[src/rtl/vga_pkg.sv]
// Shared timing constants, mode encodings and pipeline payload for the VGA pixel engine.
package vga_pkg;

    localparam int unsigned H_ACTIVE = 640;
    localparam int unsigned H_FP     = 16;
    localparam int unsigned H_SYNC   = 96;
    localparam int unsigned H_BP     = 48;
    localparam int unsigned V_ACTIVE = 480;
    localparam int unsigned V_FP     = 10;
    localparam int unsigned V_SYNC   = 2;
    localparam int unsigned V_BP     = 33;

    localparam int unsigned CNT_W = 10;  // raster x/y counter width
    localparam int unsigned D_W   = 11;  // signed offset from centre
    localparam int unsigned D2_W  = 22;  // squared distance
    localparam int unsigned RAD_W = 9;
    localparam int unsigned R2_W  = 18;

    typedef enum logic [1:0] {
        MODE_SOLID    = 2'd0,
        MODE_XOR_CIRC = 2'd1,
        MODE_XOR_FULL = 2'd2,
        MODE_BARS     = 2'd3
    } mode_e;

    // First pipeline stage payload
    typedef struct packed {
        logic [D_W-1:0]   dx;
        logic [D_W-1:0]   dy;
        logic [CNT_W-1:0] mx;
        logic [CNT_W-1:0] my;
        logic [2:0]       bar;
        logic             active;
        logic             hs;
        logic             vs;
    } s1_t;

endpackage

[src/rtl/vga_timing.sv]
// Raster counters with sync/active decodes and a registered frame-boundary tick.
module vga_timing #(
    parameter int unsigned H_ACTIVE = vga_pkg::H_ACTIVE,
    parameter int unsigned H_FP     = vga_pkg::H_FP,
    parameter int unsigned H_SYNC   = vga_pkg::H_SYNC,
    parameter int unsigned H_BP     = vga_pkg::H_BP,
    parameter int unsigned V_ACTIVE = vga_pkg::V_ACTIVE,
    parameter int unsigned V_FP     = vga_pkg::V_FP,
    parameter int unsigned V_SYNC   = vga_pkg::V_SYNC,
    parameter int unsigned V_BP     = vga_pkg::V_BP
) (
    input  logic                      clk,
    input  logic                      rst_n,
    output logic [vga_pkg::CNT_W-1:0] x,
    output logic [vga_pkg::CNT_W-1:0] y,
    output logic                      hs_raw_c,
    output logic                      vs_raw_c,
    output logic                      active_c,
    output logic                      frame_tick
);
    import vga_pkg::*;

    localparam int unsigned H_TOTAL = H_ACTIVE + H_FP + H_SYNC + H_BP;
    localparam int unsigned V_TOTAL = V_ACTIVE + V_FP + V_SYNC + V_BP;

    logic [CNT_W-1:0] x_nxt;
    logic [CNT_W-1:0] y_nxt;

    // Next raster position: x wraps every line, y advances on x wrap
    always_comb begin
        x_nxt = x + CNT_W'(1);
        y_nxt = y;
        if (x == CNT_W'(H_TOTAL - 1)) begin
            x_nxt = '0;
            y_nxt = (y == CNT_W'(V_TOTAL - 1)) ? '0 : y + CNT_W'(1);
        end
    end

    // Counter registers; tick is high exactly while the counters read (0, V_ACTIVE)
    always_ff @(posedge clk or negedge rst_n) begin
        if (!rst_n) begin
            x          <= '0;
            y          <= '0;
            frame_tick <= 1'b0;
        end else begin
            x          <= x_nxt;
            y          <= y_nxt;
            frame_tick <= (x_nxt == '0) && (y_nxt == CNT_W'(V_ACTIVE));
        end
    end

    assign hs_raw_c = !((x >= CNT_W'(H_ACTIVE + H_FP)) && (x < CNT_W'(H_ACTIVE + H_FP + H_SYNC)));
    assign vs_raw_c = !((y >= CNT_W'(V_ACTIVE + V_FP)) && (y < CNT_W'(V_ACTIVE + V_FP + V_SYNC)));
    assign active_c = (x < CNT_W'(H_ACTIVE)) && (y < CNT_W'(V_ACTIVE));

endmodule

[src/rtl/vga_shape_pattern_gen.sv]
// VGA pixel engine: raster timing, frame-latched controls, animation counter and
// a two-stage circle/pattern colour pipeline with syncs delayed to match.
module vga_shape_pattern_gen #(
    parameter int unsigned H_ACTIVE   = vga_pkg::H_ACTIVE,
    parameter int unsigned H_FP       = vga_pkg::H_FP,
    parameter int unsigned H_SYNC     = vga_pkg::H_SYNC,
    parameter int unsigned H_BP       = vga_pkg::H_BP,
    parameter int unsigned V_ACTIVE   = vga_pkg::V_ACTIVE,
    parameter int unsigned V_FP       = vga_pkg::V_FP,
    parameter int unsigned V_SYNC     = vga_pkg::V_SYNC,
    parameter int unsigned V_BP       = vga_pkg::V_BP,
    parameter int unsigned COLOR_BITS = 2,
    parameter int unsigned CX         = 320,
    parameter int unsigned CY         = 240,
    parameter int unsigned FCNT_W     = 10
) (
    input  logic                  clk,
    input  logic                  rst_n,
    input  logic [1:0]            mode,
    input  logic [8:0]            radius,
    input  logic                  pause,
    output logic                  hsync,
    output logic                  vsync,
    output logic [COLOR_BITS-1:0] r,
    output logic [COLOR_BITS-1:0] g,
    output logic [COLOR_BITS-1:0] b,
    output logic                  frame_tick,
    output logic [FCNT_W-1:0]     frame_cnt
);
    import vga_pkg::*;

    localparam int unsigned CB = COLOR_BITS;

    logic [CNT_W-1:0] x;
    logic [CNT_W-1:0] y;
    logic             hs_raw_c;
    logic             vs_raw_c;
    logic             active_c;

    vga_timing #(
        .H_ACTIVE (H_ACTIVE),
        .H_FP     (H_FP),
        .H_SYNC   (H_SYNC),
        .H_BP     (H_BP),
        .V_ACTIVE (V_ACTIVE),
        .V_FP     (V_FP),
        .V_SYNC   (V_SYNC),
        .V_BP     (V_BP)
    ) u_timing (
        .clk        (clk),
        .rst_n      (rst_n),
        .x          (x),
        .y          (y),
        .hs_raw_c   (hs_raw_c),
        .vs_raw_c   (vs_raw_c),
        .active_c   (active_c),
        .frame_tick (frame_tick)
    );

    mode_e           mode_q;
    logic [R2_W-1:0] r2_q;
    logic [R2_W-1:0] rad_w;
    logic [R2_W-1:0] r2_c;

    assign rad_w = R2_W'(radius);
    assign r2_c  = rad_w * rad_w;

    // Controls and animation step only at the frame boundary, so a frame never tears
    always_ff @(posedge clk or negedge rst_n) begin
        if (!rst_n) begin
            mode_q    <= MODE_SOLID;
            r2_q      <= '0;
            frame_cnt <= '0;
        end else if (frame_tick) begin
            mode_q <= mode_e'(mode);
            r2_q   <= r2_c;
            if (!pause) begin
                frame_cnt <= frame_cnt + FCNT_W'(1);
            end
        end
    end

    s1_t s1_c;
    s1_t s1_q;

    // Stage 1 inputs: centre offsets, animated coordinates, bar index and raw syncs
    always_comb begin
        s1_c        = '0;
        s1_c.dx     = D_W'(x) - D_W'(CX);
        s1_c.dy     = D_W'(y) - D_W'(CY);
        s1_c.mx     = x + CNT_W'(frame_cnt);
        s1_c.my     = y + CNT_W'(frame_cnt >> 2);
        s1_c.bar    = x[CNT_W-1 -: 3];
        s1_c.active = active_c;
        s1_c.hs     = hs_raw_c;
        s1_c.vs     = vs_raw_c;
    end

    // Stage 1 register
    always_ff @(posedge clk or negedge rst_n) begin
        if (!rst_n) begin
            s1_q <= '0;
        end else begin
            s1_q <= s1_c;
        end
    end

    logic signed [D2_W-1:0] dx_w;
    logic signed [D2_W-1:0] dy_w;
    logic signed [D2_W-1:0] sq_x;
    logic signed [D2_W-1:0] sq_y;
    logic [D2_W-1:0]        d2_c;
    logic                   in_c;
    logic [CNT_W-1:0]       c_c;
    logic [CB-1:0]          xor_r;
    logic [CB-1:0]          xor_g;
    logic [CB-1:0]          xor_b;
    logic [CB-1:0]          r_c;
    logic [CB-1:0]          g_c;
    logic [CB-1:0]          b_c;

    assign dx_w = D2_W'($signed(s1_q.dx));
    assign dy_w = D2_W'($signed(s1_q.dy));
    assign sq_x = dx_w * dx_w;
    assign sq_y = dy_w * dy_w;
    assign d2_c = $unsigned(sq_x) + $unsigned(sq_y);
    assign in_c = (d2_c <= D2_W'(r2_q));
    assign c_c  = s1_q.mx ^ s1_q.my;

    // Stage 2 colour select; the 2-bit blue field carries the raw mx/my bit-4 pair
    always_comb begin
        xor_r = c_c[4 +: CB];
        xor_g = c_c[6 +: CB];
        xor_b = (CB == 2) ? CB'({s1_q.mx[4], s1_q.my[4]}) : c_c[2 +: CB];
        r_c   = '0;
        g_c   = '0;
        b_c   = '0;
        if (s1_q.active) begin
            case (mode_q)
                MODE_SOLID: begin
                    if (in_c) begin
                        r_c = '1;
                        g_c = '1;
                        b_c = '1;
                    end
                end
                MODE_XOR_CIRC: begin
                    if (in_c) begin
                        r_c = xor_r;
                        g_c = xor_g;
                        b_c = xor_b;
                    end
                end
                MODE_XOR_FULL: begin
                    r_c = xor_r;
                    g_c = xor_g;
                    b_c = xor_b;
                end
                MODE_BARS: begin
                    r_c = {CB{s1_q.bar[0]}};
                    g_c = {CB{s1_q.bar[1]}};
                    b_c = {CB{s1_q.bar[2]}};
                end
                default: begin
                    r_c = '0;
                end
            endcase
        end
    end

    // Stage 2 register: colour and syncs leave together
    always_ff @(posedge clk or negedge rst_n) begin
        if (!rst_n) begin
            hsync <= 1'b1;
            vsync <= 1'b1;
            r     <= '0;
            g     <= '0;
            b     <= '0;
        end else begin
            hsync <= s1_q.hs;
            vsync <= s1_q.vs;
            r     <= r_c;
            g     <= g_c;
            b     <= b_c;
        end
    end

endmodule

[config.mk]
export PLATFORM = sky130hd
export DESIGN_NAME = vga_shape_pattern_gen
export DESIGN_NICKNAME = d
export VERILOG_FILES = /design/src/rtl/vga_pkg.sv /design/src/rtl/vga_timing.sv /design/src/rtl/vga_shape_pattern_gen.sv
export SDC_FILE = /design/constraint.sdc
export NUM_CORES = 1
export LEC_CHECK = 0
export CAP_MARGIN = 20
export CORE_UTILIZATION = 35
export CTS_BUF_LIST = sky130_fd_sc_hd__clkbuf_2 sky130_fd_sc_hd__clkbuf_4 sky130_fd_sc_hd__clkbuf_8
export DETAILED_ROUTE_END_ITERATION = 10
export GPL_TIMING_DRIVEN = 0
export PLACE_DENSITY = 0.62
export SYNTH_ARGS = -nofsm -noshare
export SYNTH_HDL_FRONTEND = slang
export SYNTH_SLANG_ARGS = --single-unit
[constraint.sdc]
create_clock -name clk -period 9.8 [get_ports clk]
set_input_delay 2.94 -clock clk [delete_from_list [all_inputs] [get_ports clk]]
set_output_delay 2.94 -clock clk [all_outputs]
set_load 0.01 [all_outputs]
After elaboration in Yosys (flattened, before gate mapping)
Index checks and enable logic that the tools add are counted.
- flip-flop bits (word level): 103
- logic and storage cells: 67
- output and inout bits: 19
- $add $sub $neg: 8
- bitwise operators: 2
- multipliers: 3
- equal/unequal tests: 6
- multiplexer cells: 13
- reductions and logical operators: 9
- order comparisons: 7
- operator list (cell ; count):
    $mul 11x11->22 ; 2
    $add 10x1->10 const B ; 3
    $mux 10 ; 3
    $pmux 2 s4 ; 3
    $add 22x22->22 ; 1
    $le 22x18->1 ; 1
    $eq 10x10->1 const B ; 2
    $lt 10x10->1 const B ; 2
    $lt 10x9->1 const B ; 2
    $mul 9x9->18 ; 1
    $add 8x8->8 ; 2
    $mux 2 ; 7
    $sub 10x8->11 const B ; 1
    $sub 10x9->11 const B ; 1
    $eq 10x9->1 const B ; 1
    $ge 10x10->1 const B ; 1
    $ge 10x9->1 const B ; 1
    $logic_not 10->1 ; 1
    $xor 8x8->8 ; 1
    $eq 2x2->1 const B ; 2
    $logic_and 1x1->1 ; 4
    $eq 2x1->1 const B ; 1
    $logic_not 1->1 ; 2
    $logic_not 2->1 ; 1
    other kinds (2) ; 2

Logic depth before layout (Yosys ltp)
Gate-level depths: netlist of the first run.
- depth in word-level cells: 6
- depth in mapped cells: 31
- depth with buffers taken out: 30

Hierarchy
Synthesis of the first run repeated with hierarchy kept, for this count alone.
- cells, all modules: 1584
- area total of the unflattened synthesis: 15262.1 µm²
- modules (own cells, without submodules) (module ; times used ; area an instance (µm²) ; cells an instance):
    vga_shape_pattern_gen ; 1 ; 13964.6 ; 1447
    vga_timing ; 1 ; 1297.5 ; 137

Worst setup path before layout of the first run
OpenSTA, ideal clock, no wires.
- kind: register to register
- start point: register s1_q, in the netlist dy_w[10]
- end point: register b[0]
- stages on the path, launching flop included: 28
- library setup time: 66 ps
- path buffers: 1
- arrival: 7529 ps
- setup slack: 2205 ps
- data required time: 9734 ps
- period minus slack after synthesis: 7595 ps
- path through: dfrtp_1 clkbuf_1 nand2_1 inv_1 fa_1 inv_1 fa_1 fa_1 inv_1 fa_1 fa_1 fa_1 inv_1 fa_1 inv_1 ha_1 o21a_1 o21ai_0 o2bb2ai_1 a31oi_1 xor2_1 ha_1 a21oi_1 o21ai_0 nor4b_1 a21oi_1 o41ai_2 o211a_1
- cells in the longest elaborated chain, start to end: 6
- elaborated cells on any way between the ends: 7
- those cells by class: 1 x add/sub; 1 x mul; 1 x order compare; 4 x mux
- ends and longest elaborated chain (what ; RTL line ; text):
    start: declaration ; vga_shape_pattern_gen.sv:84 ; s1_t s1_q;
    start signal: assignment ; vga_shape_pattern_gen.sv:102 ; s1_q <= '0;
    start signal: assignment ; vga_shape_pattern_gen.sv:104 ; s1_q <= s1_c;
    $mul 11x11->22 (*) ; vga_shape_pattern_gen.sv:125 ; assign sq_y = dy_w * dy_w;
    $add 22x22->22 (*) ; vga_shape_pattern_gen.sv:126 ; assign d2_c = $unsigned(sq_x) + $unsigned(sq_y);
    $le 22x18->1 (*) ; vga_shape_pattern_gen.sv:127 ; assign in_c = (d2_c <= D2_W'(r2_q));
    $mux 2, on equally long branches ; vga_shape_pattern_gen.sv:148, vga_shape_pattern_gen.sv:141 ;
    $pmux 2 s4 (*) ; vga_shape_pattern_gen.sv:139 ; case (mode_q)
    $mux 2 (*) ; vga_shape_pattern_gen.sv:138 ; if (s1_q.active) begin
    via b_c[0] ; vga_shape_pattern_gen.sv:120 ; logic [CB-1:0] b_c;
    end signal: assignment ; vga_shape_pattern_gen.sv:178 ; b <= '0;
    end signal: assignment ; vga_shape_pattern_gen.sv:184 ; b <= b_c;
    end: declaration ; vga_shape_pattern_gen.sv:26 ; output logic [COLOR_BITS-1:0] b,
The timed path passes the listed nets; every way through them passes the cells marked *.
A chain may end at the register's enable or synchronous reset.

Worst setup path after layout of the first run
- start point: register s1_q, in the netlist dy_w[2]
- end point: register b[0]
The elaborated chain is that of the path after synthesis.

==> results of run 1 <==
-- cells by family after synthesis --
logic type,after synthesis
AOI/OAI and AO/OA,139
muxes,15
buffers and inverters,448
and+or+nand+nor,344
xor gates and xnor gates,95
DFF,94
adders and majority gates,428
-- sequential cells by signal (all words and copies together) (netlist names) --
name	count
u_timing.x	10
r2_q	17
b	2
frame_cnt	10
dy_w	11
u_timing.y	10
hsync	1
g	2
mode_q	2
r	2
s1_q	14
dx_w	11
u_timing.frame_tick	1
vsync	1
-- layout make-up --
type                       instances  area (um2)
buffer                            40       162.7
clock buffer                       9       123.9
multi-input combinational       1021       11120
clock inverter                     7       80.08
timing repair buffer              31       325.3
sequential                        94        2355
fill                            4200       25900
inverter                         408        1531
tap                              577       721.9
-- through the flow --
stage                     hold slack, ps  utilization  total power [W]
after global routing               374.3       0.3881         0.001071
after floorplan                    333.0            -        0.0006624
after CTS                          367.3       0.3881         0.001008
after global placement             342.2       0.3826        0.0007282
final                              368.4       0.3881        0.0009900
after detailed placement           339.2       0.3832        0.0007351
-- where the power goes --
group	total (W)	switching [W]	internal [W]	leakage, nW
Clock	0.000268	0.000166	0.000101	0.0994
Combinational	0.000335	0.000188	0.000147	7.24
Sequential	0.000388	0	0.000388	1.10
-- worst min-delay path by stage --
stage / startpoint / slack, ps / endpoint
after CTS: s1_q[0] / 370 / vsync
after floorplan: s1_q[1] / 330 / hsync
after global placement: s1_q[0] / 340 / vsync
after global routing: s1_q[1] / 370 / hsync
final: s1_q[0] / 370 / vsync
after detailed placement: s1_q[1] / 340 / hsync
-- routing by layer --
layer	GRT usage	up-vias	part of all wire
li1	-	4814	-
met1	0.1928	5173	0.43
met2	0.2772	139	0.52
met3	0.01877	40	0.027
met4	0.04229	0	0.023
met5	0	-	0
-- cells in the final DEF (no fill, tap or decap), types with 8 or more instances in the layout --
master / count
a21oi_1: 34
and2_1: 78
and3_1: 10
clkbuf_1: 33
clkbuf_8: 9
clkdlybuf4s50_1: 29
dfrtp_1: 92
fa_1: 270
ha_1: 158
inv_1: 408
mux2i_1: 10
nand2_1: 100
nand2b_1: 12
nand3_1: 17
nand4_1: 8
nor2_1: 49
nor2b_1: 29
nor3_1: 12
o211a_1: 8
o21ai_0: 40
xnor2_1: 55
xor2_1: 38
==> summary.md, run 1 <==
| Metric | Value |
|---|---|
| Hold Crit Depth | `0` |
| # H-tree levels | `3` |
| Die X | `210.2 um` |
| EDFF count, synth | `0` |
| Post-Syn Instances | `1563` |
| Most instantiated cells after synthesis | `inv_1 (408), fa_1 (270), ha_1 (158), nand2_1 (100), dfrtp_1 (92)` |
| Worst R2R End | `b[0]` |
| Post-synthesis adder-cell area fraction | `0.4866` |
| Drt drc | `0` |
| Die Span Y | `210.2 um` |
| Via/cell ratio | `4.648` |
| PwrDens | `60.28 mW/mm2` |
| Placed Cells | `2171` |
| Std-Cell Rows | `75` |
| Syn_nets | `2005` |
| Synthesis-stage register bit count | `94` |
| CP dominant cell by count | `fa_1` |
| Synth top area cells | `fa_1 (36%), dfrtp_1 (15%), ha_1 (13%)` |
| Worst Setup EP | `b[0]` |
| Non-filler instance count after layout | `2187` |
| DP HPWL | `27030 um` |
| Worst setup path start | `dy_w[2]` |
| CTS tree | `built` |
| RSZ-0062 raised after global routing | `no` |
| Synth Warn # | `0` |
| Post-route clock period utilization | `0.9016` |
| Slew Limit Fails | `0` |
| Simple logic cell fraction of the synthesized area | `0.1199` |
| CP Class | `flip-flop to flip-flop` |
| CP top delay family | `adder cells` |
| Core Box Area | `0.04232 mm2` |
| Place WS | `851.9 ps` |
| Reg-to-reg startpoint | `dy_w[2]` |
| Routed WL per cell | `14.30 um` |
| Synth async-reset ratio | `1.000` |
| Clock latency on the worst-skew pair | `400 ps` |
| First-pass GRT wire length | `54080 um` |
| Syn Std Cell Area | `0.01517 mm2` |
| Cts repair resizes | `0` |
| R2R Setup Slk | `960 ps` |
| Worst Skew | `23.51 ps` |
| Share of cells above drive strength 1 | `0.02671` |
| Slowest CP cell | `o41ai_2` |
| Max clock buf depth | `2` |
| DP Area | `0.01622 mm2` |
| Worst slew pin tran | `763.8 ps` |
| Initial antenna violation count | `1` |
| 1st-pass router iterations | `4` |
| Post-route minimum period | `8835 ps` |
| Cell area after layout | `0.01642 mm2` |
| GRT Total Usage | `0.1537` |
| Routed via count | `10170` |
| Unique cell type count in the Yosys netlist | `64` |
| FMAX | `0.1132 GHz` |
| Most frequent cell after synthesis | `inv_1` |
| DRT iter0 DRCs | `369` |
| Maximum vdd drop | `66.67 uV` |
| Sequential share of the synthesized area | `0.1552` |
| Grt total ovfl | `0` |
| Min-Delay Path Class | `flip-flop to flip-flop` |
| CP bufs+invs | `6` |
| Dominant synthesized flop cell | `dfrtp_1` |
| Area leader, netlist | `fa_1` |
| Final setup vio count | `0` |
| Maxcap violations | `0` |
| Largest net degree at the start of global routing | `74` |
| CTS root buf | `clkbuf_8` |
| IO Pins | `33` |
| Reg2reg path depth | `27` |
| Crit path largest cell delay | `690 ps` |
| DRT antenna net count | `0` |
| RePlAce Congestion | `0.8567` |
| Post-synth top area share | `0.3563` |
| I/O Buffers | `30` |
| Full die area | `0.04419 mm2` |
| Final Hold Vio Count | `0` |
| CP arrival | `9160 ps` |
| Synth Area per Inst | `9.707 um2` |
| NumNets Final | `2047` |
| ANT cells | `0` |
| Max-slew headroom | `0.4777` |
| Synth Area in XOR/XNOR | `0.05666` |
| Clock slew at reported path FFs | `110 ps` |
| Num CTS Buffers | `9` |
| Startpoint type of the worst setup path | `flip-flop` |
| Post-Route WL | `31270 um` |
| Setup ws final | `964.8 ps` |
| Status | `finished clean` |
| WP depth | `27` |
| Vias in the first global route | `11050` |
| Hold bufs inserted after CTS | `0` |
| Compound-Gate Fraction of Synth Area | `0.05971` |
| CP Capture Type | `flip-flop` |
| Mux cell area share after synthesis | `0.01031` |
| Synth-to-Final Area Change | `8.247%` |
| Initial Util | `0.3585` |
| Worst-path fanout max | `10` |
| Pleak | `8.438 nW` |
| Setup TNS | `0 ps` |
| Worst Path Required | `10130 ps` |
| Postcts setup bufs | `0` |
| Largest family of logic cells by synthesized area | `adder cells` |
| # clock sinks | `94` |
Power figures use the tool's default switching activity.
==> inputs of run 2 (changes only) <==
ABC_AREA = 1   (was not set)
SYNTH_HIERARCHICAL = 1   (was not set)
==> summary.md, run 2 <==
| Metric | Value |
|---|---|
| Status | `finished clean` |
| Sequential share of the synthesized area | `0.1490 (-0.006170)` |
| Core Box Area | `0.04441 mm2 (+4.9%)` |
| Max reg flops | `17 (unchanged)` |
| Simple logic cell fraction of the synthesized area | `0.1526 (+0.03269)` |
| Slowest CP cell | `dfrtp_1` |
| CP arrival | `8830 ps (-330 ps)` |
| DRT iter0 DRCs | `493 (+34%)` |
| Max clock buf depth | `2 (unchanged)` |
| Synth top area cells | `fa_1 (34%), dfrtp_1 (15%), inv_1 (14%)` |
| 1st-pass router iterations | `6 (+2)` |
| Crit path largest cell delay | `570 ps (-120 ps)` |
| DRT antenna net count | `0 (unchanged)` |
| Pleak | `9.896 nW (+17%)` |
| First-pass GRT wire length | `59290 um (+9.6%)` |
| Largest net degree at the start of global routing | `50 (-32%)` |
| Area leader, netlist | `fa_1` |
| Vias in the first global route | `12130 (+9.8%)` |
| Hold bufs inserted after CTS | `0 (unchanged)` |
| Most frequent cell after synthesis | `inv_1` |
| Largest regs | `r2_q (17), s1_q (14)` |
| Slew Limit Fails | `0 (unchanged)` |
| Num CTS Buffers | `9 (unchanged)` |
| Die X | `214.5 um (+2.0%)` |
| Post-route minimum period | `8528 ps (-306.9 ps)` |
| CTS root buf | `clkbuf_8` |
| Worst slew pin tran | `694.1 ps (-69.66 ps)` |
| Compound-Gate Fraction of Synth Area | `0.04157 (-0.01813)` |
| Final setup vio count | `0 (unchanged)` |
| Post-route clock period utilization | `0.8702 (-0.03132)` |
| CTS tree | `built` |
| Maxcap violations | `0 (unchanged)` |
| I/O Buffers | `27 (-10%)` |
| EDFF count, synth | `0 (unchanged)` |
| Post-Route WL | `33970 um (+8.6%)` |
| Final Hold Vio Count | `0 (unchanged)` |
| Post-synthesis adder-cell area fraction | `0.4688 (-0.01776)` |
| Die Span Y | `214.5 um (+2.0%)` |
| RePlAce Congestion | `0.8796 (+2.7%)` |
| Clock latency on the worst-skew pair | `370 ps (-30 ps)` |
| Mux cell area share after synthesis | `0.0007127 (-0.009596)` |
| Full die area | `0.04600 mm2 (+4.1%)` |
| Synth Warn # | `6 (+6)` |
| Std-Cell Rows | `77 (+2.7%)` |
| Drt drc | `0 (unchanged)` |
| NumNets Final | `2397 (+17%)` |
| Synth async-reset ratio | `1.000 (unchanged)` |
| Synth-to-Final Area Change | `8.062%` |
| Most instantiated cells after synthesis | `inv_1 (588), nand2_1 (360), fa_1 (270), ha_1 (160), nor2_1 (98)` |
| CP Class | `flip-flop to flip-flop` |
| Synthesis-stage register bit count | `94 (unchanged)` |
| Worst Path Required | `10100 ps (-30 ps)` |
| CP Capture Type | `flip-flop` |
| CP dominant cell by count | `fa_1` |
| Post-synth top area share | `0.3421 (-0.01416)` |
| Unique cell type count in the Yosys netlist | `40 (-38%)` |
| Largest family of logic cells by synthesized area | `adder cells` |
| Grt total ovfl | `0 (unchanged)` |
| Max-slew headroom | `0.5373 (+0.05961)` |
| PwrDens | `61.50 mW/mm2 (+2.0%)` |
| Setup TNS | `0 ps (unchanged)` |
| Postcts setup bufs | `0 (unchanged)` |
| Min-Delay Path Class | `flip-flop to flip-flop` |
| Dominant synthesized flop cell | `dfrtp_1` |
| Commonest non-fill, non-tap cell in the layout | `inv_1` |
| Share of cells above drive strength 1 | `0.03013 (+0.003425)` |
| Startpoint type of the worst setup path | `flip-flop` |
| Synth Area per Inst | `8.255 um2 (-15%)` |
| Syn_nets | `2358 (+18%)` |
| ANT cells | `0 (unchanged)` |
| DP HPWL | `29720 um (+9.9%)` |
| IO Pins | `33 (unchanged)` |
| Via/cell ratio | `4.483 (-3.6%)` |
| Worst Skew | `22.26 ps (-1.243 ps)` |
| Layout Utilization | `0.3844 (-0.003629)` |
| Routed WL per cell | `13.32 um (-6.8%)` |
| Syn Std Cell Area | `0.01580 mm2 (+4.1%)` |
| GRT Total Usage | `0.1576 (+0.003942)` |
| Post-Syn Instances | `1914 (+22%)` |
| Routed via count | `11430 (+12%)` |
| Synth Area in XOR/XNOR | `0.03714 (-0.01952)` |
| Maximum vdd drop | `92.44 uV (+39%)` |
| Worst-path fanout max | `10 (unchanged)` |
| Initial Util | `0.3557 (-0.002744)` |
| Clock slew at reported path FFs | `100 ps (about the same)` |
| RSZ-0062 raised after global routing | `no` |
| Cts repair resizes | `0 (unchanged)` |
| FMAX | `0.1173 GHz (+3.6%)` |
| Reg with most FFs | `r2_q` |
| Initial antenna violation count | `0 (-1)` |
| # H-tree levels | `3 (unchanged)` |
| Leading cell types in the layout, fill and taps excluded | `inv_1 (588), nand2_1 (360), fa_1 (270), ha_1 (160), nor2_1 (98)` |
| # clock sinks | `94 (unchanged)` |
## run 2: where the power goes
part           internal [W]  switching (W)
registers          0.000388    0.000000504
logic              0.000142       0.000222
clock network      0.000150       0.000148
## run 2: area by class of cell
cell class | count | area (um2)
inverter | 589 | 2211
fill | 4553 | 27340
multi-input combinational | 1192 | 11070
tap | 592 | 740.7
clock inverter | 7 | 113.9
sequential | 94 | 2355
clock buffer | 9 | 123.9
buffer | 39 | 161.4
timing repair buffer | 28 | 295.3
## run 2: layer usage
| metal | global-route usage | share of wire |
|---|---|---|
| met4 | 0.03881 | 0.018 |
| met3 | 0.01660 | 0.039 |
| met5 | 0 | 0 |
| met2 | 0.2706 | 0.49 |
| met1 | 0.2124 | 0.45 |
## run 2: final timing paths
check,start,to,slack [ps],depth (start not counted)
worst max-delay path,dy_w[10],g[1],1270,34
worst min-delay path,s1_q[0],vsync,360,0
worst max register to register,dy_w[10],g[1],1270,34
worst min register to register,s1_q[0],vsync,360,0
max in group asynchronous,rst_n,u_timing/x[7],6560,2
min in group asynchronous,rst_n,s1_q[12],2600,1
## run 2: critical path: cells and delay by family, from the launching register on
kind | cells | cell delay, ps
compound gates | 5 | 920
xor+xnor | 1 | 180
fa+ha+maj | 9 | 4060
buf+inv | 6 | 1190
flops | 1 | 570
simple gates | 13 | 1530
## run 2: cells by family after synthesis
| logic type | Yosys count |
|---|---|
| multiplexers | 1 |
| flip-flops | 94 |
| buffers and inverters | 628 |
| AO/OA/AOI/OAI | 120 |
| XOR/XNOR | 67 |
| adder cells (fa/ha/maj) | 430 |
| AND/OR/NAND/NOR | 574 |
## run 2: per-stage QoR
step / hold WS (ps) / power [W] / instance area (um2) / worst slack (ps) / cells
after global routing: 370.2 / 0.001139 / 17070 / 550.1 / 2550
after detailed placement: 340.7 / 0.0007613 / 16840 / 1285 / 2534
final: 359.6 / 0.001050 / 17070 / 1272 / 2550
after floorplan: 333.0 / 0.0006820 / 15800 / 2402 / 1914
after global placement: 339.1 / 0.0007559 / 16810 / 1328 / 2533
after CTS: 363.3 / 0.001063 / 17070 / 1225 / 2550
==> inputs of run 3 (changes only) <==
CORE_MARGIN = 2   (was not set)
==> summary.md, run 3 (synthesis results as in run 2) <==
| Metric | Value |
|---|---|
| Grt total ovfl | `0 (unchanged)` |
| DP HPWL | `29980 um (+0.87%)` |
| PwrDens | `60.03 mW/mm2 (-2.4%)` |
| Post-route clock period utilization | `0.8768 (+0.006565)` |
| Setup TNS | `0 ps (unchanged)` |
| Worst slew pin tran | `714.5 ps (+20.37 ps)` |
| DRT antenna net count | `0 (unchanged)` |
| First-pass GRT wire length | `60530 um (+2.1%)` |
| Max clock buf depth | `2 (unchanged)` |
| Synth-to-Final Area Change | `7.879%` |
| Number of fill cells in the layout | `4505 (-1.1%)` |
| Max-slew headroom | `0.5237 (-0.01358)` |
| Slew Limit Fails | `0 (unchanged)` |
| Clock share of power | `0.262 (-0.022)` |
| Reg with most FFs | `r2_q` |
| RSZ-0062 raised after global routing | `no` |
| Seq. cell area | `0.002355 mm2 (unchanged)` |
| Vias in the first global route | `12410 (+2.3%)` |
| Logic pwr share | `0.358 (+0.012)` |
| Non-filler instance count after layout | `2550 (unchanged)` |
| Slowest CP cell | `fa_1` |
| Full die area | `0.04686 mm2 (+1.9%)` |
| Int Pwr | `0.0006626 W (-2.5%)` |
| Maxcap violations | `0 (unchanged)` |
| RePlAce Congestion | `0.8963 (+1.9%)` |
| Total power draw | `0.001023 W (-2.6%)` |
| Hold bufs inserted after CTS | `0 (unchanged)` |
| CP bufs+invs | `6 (unchanged)` |
| Die X | `216.5 um (+0.93%)` |
| Clock slew at reported path FFs | `90 ps (about the same)` |
| Largest regs | `r2_q (17), s1_q (14)` |
| GRT Total Usage | `0.1590 (+0.001325)` |
| Std-Cell Rows | `77 (unchanged)` |
| Maximum vdd drop | `70.13 uV (-24%)` |
| Startpoint type of the worst setup path | `flip-flop` |
| Via/cell ratio | `4.534 (+1.1%)` |
| Sw frac | `0.3524 (about the same)` |
| Routed via count | `11560 (+1.1%)` |
| Post-route minimum period | `8593 ps (+64.34 ps)` |
| Multi-input logic area | `0.01107 mm2 (unchanged)` |
| Min-Delay Path Class | `flip-flop to flip-flop` |
| NumNets Final | `2397 (unchanged)` |
| IO Pins | `33 (unchanged)` |
| Sequential Power Share | `0.380 (+0.010)` |
| CP top delay family | `adder cells` |
| Final setup vio count | `0 (unchanged)` |
| ANT cells | `0 (unchanged)` |
| CP Capture Type | `flip-flop` |
| Worst Skew | `13.40 ps (-8.867 ps)` |
| Core Box Area | `0.04441 mm2 (unchanged)` |
| Share of cells above drive strength 1 | `0.03013 (unchanged)` |
| Largest net degree at the start of global routing | `74 (+48%)` |
| Worst Path Required | `10110 ps (about the same)` |
| Sw power | `0.0003606 W (-2.6%)` |
| Crit path largest cell delay | `580 ps (about the same)` |
| Cts repair resizes | `0 (unchanged)` |
| 1st-pass router iterations | `5 (-1)` |
| I/O Buffers | `27 (unchanged)` |
| Routed WL per cell | `13.46 um (+1.1%)` |
| Status | `finished clean` |
| Drt drc | `0 (unchanged)` |
| Pleak | `9.886 nW (about the same)` |
| CP arrival | `8900 ps (+70 ps)` |
| CTS root buf | `clkbuf_8` |
| Initial antenna violation count | `0 (unchanged)` |
| # H-tree levels | `3 (unchanged)` |
| Post-Route WL | `34330 um (+1.1%)` |
| FMAX | `0.1164 GHz (-0.75%)` |
| Commonest non-fill, non-tap cell in the layout | `inv_1` |
| Postcts setup bufs | `0 (unchanged)` |
| # clock sinks | `94 (unchanged)` |
| WHS | `359.4 ps (-0.2090 ps)` |
| CP Class | `flip-flop to flip-flop` |
| Worst-path fanout max | `10 (unchanged)` |
| Max reg flops | `17 (unchanged)` |
| Initial Util | `0.3557 (unchanged)` |
| Clock latency on the worst-skew pair | `380 ps (about the same)` |
| Placed Cells | `2534 (unchanged)` |
| Num CTS Buffers | `9 (unchanged)` |
| Die Span Y | `216.5 um (+0.93%)` |
| Final Hold Vio Count | `0 (unchanged)` |
| DP Area | `0.01684 mm2 (unchanged)` |
| Cell area after layout | `0.01705 mm2 (-0.17%)` |
| CTS tree | `built` |
| Leading cell types in the layout, fill and taps excluded | `inv_1 (588), nand2_1 (360), fa_1 (270), ha_1 (160), nor2_1 (98)` |
| DRT iter0 DRCs | `631 (+28%)` |
-- run 3: cell types whose count changed in the layout (fill, tap and decap cells not counted) --
cell and change:
bufinv_16 -1, clkbuf_8 +2, clkinv_2 +2, clkinv_4 +1
clkinv_8 -1, inv_6 -2, inv_8 -1
-- run 3: final timing paths --
check	startpoint	end	slack [ps]	depth (start not counted)
max reg2reg	dy_w[10]	g[1]	1210	35
min	s1_q[0]	vsync	360	0
min reg2reg	s1_q[0]	vsync	360	0
min in group asynchronous	rst_n	u_timing/y[7]	2440	1
max	dy_w[10]	g[1]	1210	35
max in group asynchronous	rst_n	r2_q[16]	6720	2
-- run 3: layout make-up --
type                       count  area share
inverter                     589      0.1297
timing repair buffer          28     0.01732
clock inverter                 5    0.003377
tap                          592     0.04346
multi-input combinational   1192      0.6496
clock buffer                  11    0.008882
sequential                    94      0.1381
buffer                        39    0.009469
-- run 3: through the flow --
stage                 util  worst slack [ps]
floorplan                -              2402
global placement    0.3785              1275
detailed placement  0.3791              1146
CTS                 0.3838              1095
global route        0.3838             423.0
finish              0.3838              1207
-- run 3: layer usage --
metal	up-vias	wire length, um	share of wire	GRT usage
li1	5625	-	-	-
met1	5708	15690	0.46	0.2161
met2	199	16960	0.49	0.2752
met3	29	1191	0.035	0.01530
met4	0	485	0.014	0.03447
met5	-	0	0	0
-- run 3: power by group through the flow --
stage / logic (W) / clock network [W] / registers, W
6_report: 0.000367 / 0.000268 / 0.000388
5_1_grt: 0.000432 / 0.000294 / 0.000389
4_1_cts: 0.000370 / 0.000281 / 0.000388
3_5_place_dp: 0.000368 / 0 / 0.000396
3_3_place_gp: 0.000358 / 0 / 0.000396
2_1_floorplan: 0.000286 / 0 / 0.000396
==> patch: new RTL, config.mk and constraints of run 1 <==
The parameter `FCNT_W` goes from 10 to 20.
--- a/src/rtl/vga_shape_pattern_gen.sv
+++ b/src/rtl/vga_shape_pattern_gen.sv
@@ -12,7 +12,7 @@
     parameter int unsigned COLOR_BITS = 2,
     parameter int unsigned CX         = 320,
     parameter int unsigned CY         = 240,
-    parameter int unsigned FCNT_W     = 10
+    parameter int unsigned FCNT_W     = 20
 ) (
     input  logic                  clk,
     input  logic                  rst_n,
Interface: changed (resized frame_cnt); port bits go from 33 to 43. The function was not compared with the original's and may differ.
==> patch against run 1 <==
Cell count increased by 2.6%; sequential share of layout area increased by 1.1 points; setup slack got worse by 0.081 ns; synthesized area increased by 1.7%; routed wire length increased by 1.7%; sequential cell count increased by 10; via count increased by 1.9%; cell area increased by 2.5%; total power increased by 7.6%; maximum frequency decreased by 0.91%.
==> patch: results (changes against run 1) <==
[grt]
first_global_vias = 11280  ; +2.1%
grt_pass1_wl_um = 54670  ; +1.1%
grt_use_total_pct = 15.38  ; about the same
antenna_found_initial = 0  ; -1

[worst_setup_path]
max_stage_delay_ns = 0.62  ; -0.07 ns
r2r_slack_ns = 0.88  ; -0.08 ns
cp_slowest_cell = dfrtp_1
r2r-end = r[0]
start_kind = flip-flop
reg2reg_depth = 29  ; +7.4%
path_delay_family = adder cells
timing.rr.start = dy_w[2]
crit_arrival_ns = 9.18  ; +0.02 ns

[layout]
fillers = 4310  ; +2.6%
largest_register = frame_cnt
nets = 2096  ; +2.4%
drive_gt1_share_pct = 2.652  ; -0.019 points
largestRegisters = frame_cnt x20, r2_q x17, s1_q x14
final_area_mm2 = 0.01683  ; +2.5%

[placement]
portBuffers = 42  ; +40%
hpwl_um = 27890  ; +3.2%
gp_congestion = 0.8420  ; -1.7%

[drt]
wire_per_inst_um = 14.17  ; -0.89%
route.vias.total = 10360  ; +1.9%
firstDrtPassIters = 4  ; unchanged

[cts]
clk_pin_slew_ns = 0.13  ; +0.02 ns

[power]
p_switching_uw = 367.1  ; +3.7%
ir_drop_mv = 0.09448  ; +42%
p_leak_uw = 0.008582  ; +1.7%

[synth]
synth_area_leaders = fa_1 (35%), dfrtp_1 (17%), ha_1 (13%), inv_1 (9.7%), xnor2_1 (3.6%)
synth_commonest_cells = inv_1 (397), fa_1 (270), ha_1 (158)
ys_seq_area_share_pct = 16.87  ; +1.4 points
synth.distinct_cells = 55  ; -14%
ys.warnings.count = 0  ; unchanged
syn-num-nets = 2042  ; +1.8%

[sta]
hold_slack_ns = 0.3734  ; +0.004950 ns
skew_ns = 0.03115  ; +0.007645 ns
maxSlewHeadroom_pct = 48.66  ; +0.90 points

[run_status]
status = finished, final reports clean

[worst_hold_path]
hold_end = hsync
hold_start = s1_q[1]

[patch: power groups by stage]
| stage | combinational (µW) | sequential, µW | clock, µW |
|---|---|---|---|
| global placement | 352 | 437 | 0 |
| global route | 412 | 429 | 311 |
| floorplan | 285 | 437 | 0 |
| detailed placement | 361 | 437 | 0 |
| CTS | 364 | 429 | 290 |
| finish | 356 | 429 | 280 |
[patch: cell families after synthesis]
family,count (synthesis),share of synthesized area (%)
AND/OR/NAND/NOR,392,12.96
AO/OA/AOI/OAI,126,5.050
adder cells (fa/ha/maj),428,47.82
XOR/XNOR,102,5.787
buffers and inverters,436,10.69
flip-flops,104,16.87
multiplexers,12,0.8186
[patch: final cells by class]
class / instances / area share, %
clock buffer: 9 / 0.7358
buffer: 38 / 0.8993
multi-input combinational: 1060 / 66.42
tap: 585 / 4.348
clock inverter: 7 / 0.5723
timing repair buffer: 43 / 2.646
sequential: 104 / 15.47
inverter: 398 / 8.904
[patch: through the flow]
step / setup WS, ns / std cells
2_1_floorplan: 2.309 / 1600
3_3_place_gp: 0.9559 / 2227
3_5_place_dp: 0.7876 / 2228
4_1_cts: 0.7830 / 2244
5_1_grt: 0.2903 / 2244
6_report: 0.8837 / 2244
[patch: metal layers]
metal | GRT usage [%] | up-vias | share of wire, %
li1 | - | 4934 | -
met2 | 28.26 | 131 | 52
met1 | 19.16 | 5245 | 43
met4 | 3.848 | 0 | 2.2
met3 | 1.581 | 45 | 2.7
met5 | 0 | - | 0
[patch: worst register-to-register path, delay by kind of cell (launching register included)]
kind	cells	cell delay [ns]
fa+ha+maj	9	4.15
compound gates	8	2.25
simple gates	5	0.83
buf+inv	6	0.78
flops	1	0.62
xor+xnor	1	0.17
